$ cat src/rtl/mem_pkg.sv
// Shared encodings for the data-memory load/store unit: access sizes, FSM states, data width.
package mem_pkg;

  localparam int DATAWIDTH = 32;

  typedef enum logic [1:0] {
    SZ_B = 2'b00,
    SZ_H = 2'b01,
    SZ_W = 2'b10,
    SZ_X = 2'b11
  } size_e;

  typedef enum logic [2:0] {
    LSU_IDLE   = 3'd0,
    LSU_RD     = 3'd1,
    LSU_RMW_RD = 3'd2,
    LSU_WR     = 3'd3,
    LSU_RESP   = 3'd4
  } lsu_state_e;

endpackage

$ cat src/rtl/mem_lsu_align.sv
// Little-endian lane handling: extract/extend a loaded byte or half, and merge store data into an old word.
module mem_lsu_align
  import mem_pkg::*;
(
  input  logic [1:0]           lane,
  input  logic [1:0]           size,
  input  logic                 uns,
  input  logic [DATAWIDTH-1:0] rd_word,
  input  logic [DATAWIDTH-1:0] old_word,
  input  logic [DATAWIDTH-1:0] st_data,
  output logic [DATAWIDTH-1:0] ld_data,
  output logic [DATAWIDTH-1:0] st_word
);

  logic [4:0]           sh_amt;
  logic [DATAWIDTH-1:0] shifted;
  logic [DATAWIDTH-1:0] mask;

  // Halves only ever sit at lane 0 or 2, so the byte shift also positions them.
  assign sh_amt  = {lane, 3'b000};
  assign shifted = rd_word >> sh_amt;

  always_comb begin
    ld_data = shifted;
    case (size)
      SZ_B:    ld_data = uns ? {24'h0, shifted[7:0]}   : {{24{shifted[7]}}, shifted[7:0]};
      SZ_H:    ld_data = uns ? {16'h0, shifted[15:0]}  : {{16{shifted[15]}}, shifted[15:0]};
      default: ld_data = shifted;
    endcase
  end

  always_comb begin
    mask = '1;
    case (size)
      SZ_B:    mask = 32'h0000_00FF << sh_amt;
      SZ_H:    mask = 32'h0000_FFFF << sh_amt;
      default: mask = '1;
    endcase
    st_word = (old_word & ~mask) | ((st_data << sh_amt) & mask);
  end

endmodule

$ cat src/rtl/mem_lsu.sv
// Load/store initiator for the word-only data memory: sub-word loads with extension, sub-word stores as RMW.
// Handshakes: a beat transfers on the rising edge where valid & ready are both high; valid never waits on ready.
module mem_lsu
  import mem_pkg::*;
#(
  parameter  int NUMWORDS = 4096,
  localparam int WAW      = $clog2(NUMWORDS) + 1,
  localparam int BAW      = WAW + 2
) (
  input  logic                 clk_i,
  input  logic                 rst_i,
  input  logic                 req_valid_i,
  output logic                 req_ready_o,
  input  logic                 req_we_i,
  input  logic [1:0]           req_size_i,
  input  logic                 req_unsigned_i,
  input  logic [BAW-1:0]       req_addr_i,
  input  logic [DATAWIDTH-1:0] req_wdata_i,
  output logic                 resp_valid_o,
  input  logic                 resp_ready_i,
  output logic [DATAWIDTH-1:0] resp_rdata_o,
  output logic                 resp_err_o,
  output logic                 mem_re_o,
  output logic [WAW-1:0]       mem_raddr_o,
  input  logic [DATAWIDTH-1:0] mem_rdata_i,
  output logic                 mem_we_o,
  output logic [WAW-1:0]       mem_waddr_o,
  output logic [DATAWIDTH-1:0] mem_wdata_o,
  output logic [2:0]           state_o
);

  localparam logic [WAW-1:0] NW = WAW'(NUMWORDS);

  lsu_state_e           state;
  logic                 we_q, uns_q, err_q;
  logic [1:0]           size_q;
  logic [BAW-1:0]       addr_q;
  logic [DATAWIDTH-1:0] wdata_q, merge_q, rdata_q;
  logic                 req_ready_q, resp_valid_q, mem_re_q, mem_we_q;
  logic [WAW-1:0]       widx_q, req_widx;
  logic                 req_err;
  logic [DATAWIDTH-1:0] ld_data, st_word;

  assign widx_q   = addr_q[BAW-1:2];
  assign req_widx = req_addr_i[BAW-1:2];

  always_comb begin
    req_err = 1'b0;
    case (req_size_i)
      SZ_H:    req_err = req_addr_i[0];
      SZ_W:    req_err = |req_addr_i[1:0];
      SZ_X:    req_err = 1'b1;
      default: req_err = 1'b0;
    endcase
    if (req_widx >= NW) req_err = 1'b1;
  end

  mem_lsu_align u_align (
    .lane     (addr_q[1:0]),
    .size     (size_q),
    .uns      (uns_q),
    .rd_word  (mem_rdata_i),
    .old_word (merge_q),
    .st_data  (wdata_q),
    .ld_data  (ld_data),
    .st_word  (st_word)
  );

  always_ff @(posedge clk_i or posedge rst_i) begin
    if (rst_i) begin
      state        <= LSU_IDLE;
      we_q         <= 1'b0;
      uns_q        <= 1'b0;
      size_q       <= 2'b00;
      addr_q       <= '0;
      wdata_q      <= '0;
      merge_q      <= '0;
      rdata_q      <= '0;
      err_q        <= 1'b0;
      req_ready_q  <= 1'b1;
      resp_valid_q <= 1'b0;
      mem_re_q     <= 1'b0;
      mem_we_q     <= 1'b0;
    end else begin
      case (state)
        LSU_IDLE: begin
          if (req_valid_i) begin
            we_q        <= req_we_i;
            size_q      <= req_size_i;
            uns_q       <= req_unsigned_i;
            addr_q      <= req_addr_i;
            wdata_q     <= req_wdata_i;
            rdata_q     <= '0;
            req_ready_q <= 1'b0;
            if (req_err) begin
              err_q        <= 1'b1;
              resp_valid_q <= 1'b1;
              state        <= LSU_RESP;
            end else if (!req_we_i) begin
              mem_re_q <= 1'b1;
              state    <= LSU_RD;
            end else if (req_size_i == SZ_W) begin
              mem_we_q <= 1'b1;
              state    <= LSU_WR;
            end else begin
              mem_re_q <= 1'b1;
              state    <= LSU_RMW_RD;
            end
          end
        end
        LSU_RD: begin
          rdata_q      <= ld_data;
          mem_re_q     <= 1'b0;
          resp_valid_q <= 1'b1;
          state        <= LSU_RESP;
        end
        LSU_RMW_RD: begin
          merge_q  <= mem_rdata_i;
          mem_re_q <= 1'b0;
          mem_we_q <= 1'b1;
          state    <= LSU_WR;
        end
        LSU_WR: begin
          mem_we_q     <= 1'b0;
          resp_valid_q <= 1'b1;
          state        <= LSU_RESP;
        end
        LSU_RESP: begin
          if (resp_ready_i) begin
            resp_valid_q <= 1'b0;
            err_q        <= 1'b0;
            req_ready_q  <= 1'b1;
            state        <= LSU_IDLE;
          end
        end
        default: state <= LSU_IDLE;
      endcase
    end
  end

  // Word stores reach WR with merge_q stale; the all-ones mask makes the merge pass wdata through.
  assign req_ready_o  = req_ready_q;
  assign resp_valid_o = resp_valid_q;
  assign resp_rdata_o = rdata_q;
  assign resp_err_o   = err_q;
  assign mem_re_o     = mem_re_q;
  assign mem_we_o     = mem_we_q;
  assign mem_raddr_o  = mem_re_q ? widx_q : '0;
  assign mem_waddr_o  = mem_we_q ? widx_q : '0;
  assign mem_wdata_o  = mem_we_q ? st_word : '0;
  assign state_o      = state;

  logic unused_we;
  assign unused_we = we_q;

endmodule

$ cat config.mk
export PLATFORM = sky130hd
export DESIGN_NAME = mem_lsu
export DESIGN_NICKNAME = d
export VERILOG_FILES = /design/src/rtl/mem_pkg.sv /design/src/rtl/mem_lsu_align.sv /design/src/rtl/mem_lsu.sv
export SDC_FILE = /design/constraint.sdc
export NUM_CORES = 1
export LEC_CHECK = 0
export CAP_MARGIN = 20
export CORE_MARGIN = 3
export CORE_UTILIZATION = 48
export DETAILED_ROUTE_END_ITERATION = 16
export PLACE_DENSITY_LB_ADDON = 0.08
export RECOVER_POWER = 100
export SYNTH_ARGS = -nofsm -noshare
export SYNTH_HDL_FRONTEND = slang
export SYNTH_SLANG_ARGS = --single-unit
export TNS_END_PERCENT = 50
$ cat constraint.sdc
create_clock -name clk_i -period 4.3 [get_ports clk_i]
set_input_delay 0.645 -clock clk_i [delete_from_list [all_inputs] [get_ports clk_i]]
set_output_delay 0.645 -clock clk_i [all_outputs]
set_load 0.02 [all_outputs]
## Word level (Yosys, flattened, before mapping)

Cells that the tools add are included.

- Bits in registers: 122
- Latch bits: 0
- Memory bits (writable): 0
- ROM bits: 0
- Input port bits: 87
- Memories: 0

- Add/sub/neg operators: 0
- Multipliers: 0
- Div/mod/pow operators: 0
- Order comparisons: 1
- Equality and inequality tests: 15
- Shift-type cells: 4
- Mux-type cells: 35
- Bitwise logic cells: 4
- Reduce and logical (&&, ||, !) cells: 18

Operators by type and width:

| operator | count |
|---|---|
| $pmux 32 s2 | 3 |
| $mux 32 | 4 |
| $and 32x32->32 | 2 |
| $not 32->32 | 1 |
| $or 32x32->32 | 1 |
| $shl 16x5->32 const A | 1 |
| $shl 32x5->32 | 1 |
| $shl 8x5->32 const A | 1 |
| $shr 32x5->32 | 1 |
| $mux 13 | 2 |
| $mux 1 | 15 |
| $ge 13x13->1 const B | 1 |
| $ne 2x2->1 const B | 6 |
| $pmux 3 s4 | 1 |
| $reduce_and 4->1 | 3 |
| $mux 3 | 3 |
| $pmux 1 s3 | 3 |
| $eq 3x2->1 const B | 2 |
| $pmux 1 s2 | 3 |
| $reduce_and 2->1 | 3 |
| $reduce_bool 2->1 | 3 |
| $reduce_bool 3->1 | 2 |
| $reduce_or 2->1 | 3 |
| $reduce_and 5->1 | 1 |
| 9 further kinds | 11 |

## Logic depth before layout (Yosys ltp)

- Depth after elaboration: 6
- Mapped depth: 7
- Depth with buffers taken out: 4

## Cells and area by module

From an unflattened synthesis, not the netlist that was laid out.

- Cells, all modules: 567
- Area, all modules: 6885.4 um^2

Modules (own cells, without submodules):

| module | times used | cells an instance | area an instance (um^2) | seq. area each (um^2) |
|---|---|---|---|---|
| mem_lsu | 1 | 357 | 5146.2 | 3054.2 |
| mem_lsu_align | 1 | 210 | 1739.2 | 0.0 |

## Least setup slack after synthesis

Ideal clock, no wire load.

- Path type: register to output
- Start: register addr_q[0]
- End: output port mem_wdata_o[24]
- Arrival: 1.805 ns
- Data required time: 3.655 ns
- Path slack: 1.850 ns
- Cell stages (with the launch flop): 6
- Cell sequence: dfrtp_1 > buf_6 > or2_2 > a21oi_1 > nand2_1 > a21boi_0

- Longest elaborated chain between the ends: 6
- Elaborated cells on any way between the ends: 9
- Those cells by class: 3 x shift; 2 x mux; 4 x bitwise

RTL lines:

| item | line | text |
|---|---|---|
| start: declaration | mem_lsu.sv:37 | `logic [BAW-1:0] addr_q;` |
| start signal: assignment | mem_lsu.sv:91 | `addr_q <= req_addr_i;` |
| $shl 16x5->32 or $shl 8x5->32 (tied branches) | mem_lsu_align.sv:36, mem_lsu_align.sv:35 |  |
| $pmux 32 s2 | mem_lsu_align.sv:34 | `case (size)` |
| $not 32->32 | mem_lsu_align.sv:39 | `st_word = (old_word & ~mask) \| ((st_data << sh_amt) & mask);` |
| $and 32x32->32 | mem_lsu_align.sv:39 |  |
| $or 32x32->32 * | mem_lsu_align.sv:39 |  |
| $mux 32 * | mem_lsu.sv:150 | `assign mem_wdata_o = mem_we_q ? st_word : '0;` |
| end: declaration | mem_lsu.sv:28 | `output logic [DATAWIDTH-1:0] mem_wdata_o,` |

Mark *: on every way between the ends. The rest lies on a longest branch, timed or not.

## Worst setup path in the final report

- Start: register addr_q[1]
- End: output port mem_wdata_o[15]

The elaborated chain is that of the path after synthesis.

==> metrics.csv <==
stage,metric,value,unit
clock_tree,cts_tree,done,
route,wl_met1,8048,um
synthesis,yosys_register_bits,122,
run_status,violations,"capacitance limit, slew limit",
clock_tree,cts_sinks,122,
route,ant_nets,0,
timing,setup-violations-final,0,
synthesis,synth_flop_cell,dfrtp_1,
final_layout,mostFrequentLayoutCells,"dfrtp_1 (119), dlygate4sd3_1 (98), mux2_2 (90)",
placement,place_area,8341,sq um
synthesis,avgSynthCellArea,11.39,sq um
route,drt-initial-drc-count,381,
floorplanning,rows,41,
critical_path,critPathRequiredTime,3.65,ns
synthesis,yosysTopAreaCellShare,47.30,%
timing,fin_tns_setup,0,ns
route,dr.pass1.iters,5,
clock_tree,ctsResizeCount,0,
synthesis,synth-edff-count,0,
final_layout,area_delta_synth_final,38.94,%
final_layout,final_layout_size_suffix_gt1_share,19.03,%
synthesis,ys_seq_area_share,47.71,%
timing,relSlewSlack,-68.56,%
synthesis,synth_area,6401,sq um
clock_tree,clock_latency,0.42,ns
critical_path,critPathKind,register to primary output,
clock_tree,clock_path_buffers,2,
floorplanning,fp.dieArea,14760,sq um
timing,maxSlewViolCount,110,
clock_tree,clk_pin_slew,0.06,ns
route,drc,0,
critical_path,worstPathMaxFanout,29,
final_layout,finalInstanceArea,8894,sq um
route,highest_layer,met4,
route,wire_per_inst,20.69,um
floorplanning,ios,185,
final_layout,finish.utilization,69.35,%
synthesis,ys_types,49,
floorplanning,start_util,49.91,%
run_status,status,finished with violations,
global_routing,grt_pass1_vias,5201,
global_routing,grt_overflow,0,
placement,gp_congestion,0.9293,
synthesis,synth_top_area_cell,dfrtp_1,
placement,port_buffers,184,
floorplanning,die_x,121.5,um
final_layout,nNetsFinal,820,
route,wl_met2,9436,um
floorplanning,core_area,12820,sq um
global_routing,antenna_found_initial,0,
clock_tree,root_buffer,clkbuf_16,
critical_path,crit_arrival,3.29,ns
final_layout,final_common_cell,dfrtp_1,
timing,finalHoldViolations,0,
synthesis,syn-num-nets,649,
global_routing,grt_usage,26.05,%
timing,worst_pin_slew,2.515,ns
synthesis,yosysWarnings,0,
critical_path,cp-start-kind,register,
synthesis,synthCells,562,
route,num_vias,5166,
min_path,min_path_type,register to register,
clock_tree,cts_htree_levels,4,
final_layout,diodes,0,
clock_tree,cts_buffers,17,
flow_run,cap_violations,3,
route,vias_per_cell,5.627,
placement,dp_hpwl,13770,um
timing,fin_crit_sh,91.48,%
floorplanning,die_h,121.5,um
timing,finClkSkew,0.008560,ns
route,wirelength,18990,um
clock_tree,post-cts-setup-buffers,0,
synthesis,netlist_top_cells_area,"dfrtp_1 (47%), mux2_2 (16%), mux2i_1 (7.3%)",
pwr,power.density,821.0,nW/um^2
timing,rsz0062_at_grt,false,
timing,fmax,254.2,MHz
pwr,p_leak,4.026,nW
clock_tree,ctsHoldBuffers,0,
timing,min_period,3.934,ns
global_routing,grt_max_degree,68,
timing,whs,0.5059,ns
route,wl_met3,974,um
critical_path,worstSetupEndpointType,primary output,
global_routing,grt_pass1_wl,29170,um
pwr,irDropWorstVdd,485.1,uV
synthesis,async_reset_ff_share,100.0,%
report_power, final:
group	switching, mW	leakage, nW	total, mW	internal (mW)
Combinational	1.91	2.23	3.67	1.77
Sequential	0.551	1.51	2.22	1.67
Clock	0.536	0.291	1.41	0.870
Total	2.99	4.03	7.30	4.31
stage by stage:
step	instances	setup slack, ns	power (mW)
after global placement	885	0.9640	6.004
after global routing	918	0.1784	7.711
after detailed placement	885	0.9278	6.063
final	918	0.3665	7.302
after CTS	917	0.4859	7.498
after floorplan	562	0.4141	4.535
kinds of logic (layout without fill, tap and decap cells):
kind of cell              Yosys count  in the layout  share of synthesized area [%]
muxes                             139            139                          23.71
DFF                               122            122                          47.71
buffers and inverters              47            231                          3.479
and+or+nand+nor                   144            144                          11.86
xor gates and xnor gates            1              1                         0.1369
AOI/OAI and AO/OA                 109            109                          13.10
worst paths after layout:
check / start / endpoint / slack [ns] / cells after the start
max reg2reg: state_o[0]$_DFFE_PP0P_ / wdata_q[2]$_DFFE_PP0P_ / 0.97 / 4
min in group asynchronous: rst_i / resp_rdata_o[5]$_DFFE_PP0P_ / 1.37 / 2
min reg2reg: wdata_q[31]$_DFFE_PP0P_ / wdata_q[31]$_DFFE_PP0P_ / 0.51 / 1
min: wdata_q[31]$_DFFE_PP0P_ / wdata_q[31]$_DFFE_PP0P_ / 0.51 / 1
max in group asynchronous: rst_i / addr_q[0]$_DFFE_PP0P_ / 1.64 / 2
max: addr_q[1]$_DFFE_PP0P_ / mem_wdata_o[15] / 0.37 / 6
synth_stat cells, types with 2 or more instances:
cell type,n
a21boi_0,8
a21oi_1,25
a221o_1,18
a22o_1,7
a41o_1,2
and2_1,26
buf_1,2
buf_2,19
buf_6,3
clkbuf_1,17
dfrtp_1,121
inv_1,5
mux2_2,91
mux2i_1,47
nand2_1,45
nand2b_1,2
nand3_1,12
nor2_1,22
nor2_2,2
nor2b_1,18
nor3b_1,8
nor3b_2,2
o211a_1,8
o211ai_1,8
o21ai_0,12
o21ai_1,2
o22ai_1,8
critical path, cell delays in order, from the launching register on:
cell	delay (ns)
dfrtp_2	0.49
clkbuf_2	0.68
inv_1	0.13
a21oi_2	0.51
mux2i_1	0.14
nor2b_1	0.21
dlygate4sd3_1	0.71
final cells by class:
| cell class | count | area, sq um |
|---|---|---|
| Sequential cell | 122 | 3057 |
| Multi-Input combinational cell | 393 | 3085 |
| Clock buffer | 18 | 439.2 |
| Clock inverter | 14 | 145.1 |
| Timing Repair Buffer | 193 | 1928 |
| Fill cell | 969 | 3931 |
| Inverter | 6 | 23.77 |
| Tap cell | 172 | 215.2 |
sequential cells by signal, summed over array words and instances (netlist names):
| name | cells |
|---|---|
| resp_err_o | 1 |
| wdata_q | 32 |
| size_q | 2 |
| state_o | 3 |
| addr_q | 15 |
| resp_valid_o | 1 |
| merge_q | 32 |
| req_ready_o | 1 |
| mem_we_o | 1 |
| resp_rdata_o | 32 |
| uns_q | 1 |
| mem_re_o | 1 |
per-layer routing:
metal | global-route usage [%] | up-vias
li1 | - | 2379
met1 | 34.03 | 2558
met3 | 4.755 | 35
met5 | 0 | -
met4 | 11.27 | 0
met2 | 42.52 | 194
Note: power is estimated with default switching activity, not from simulation.
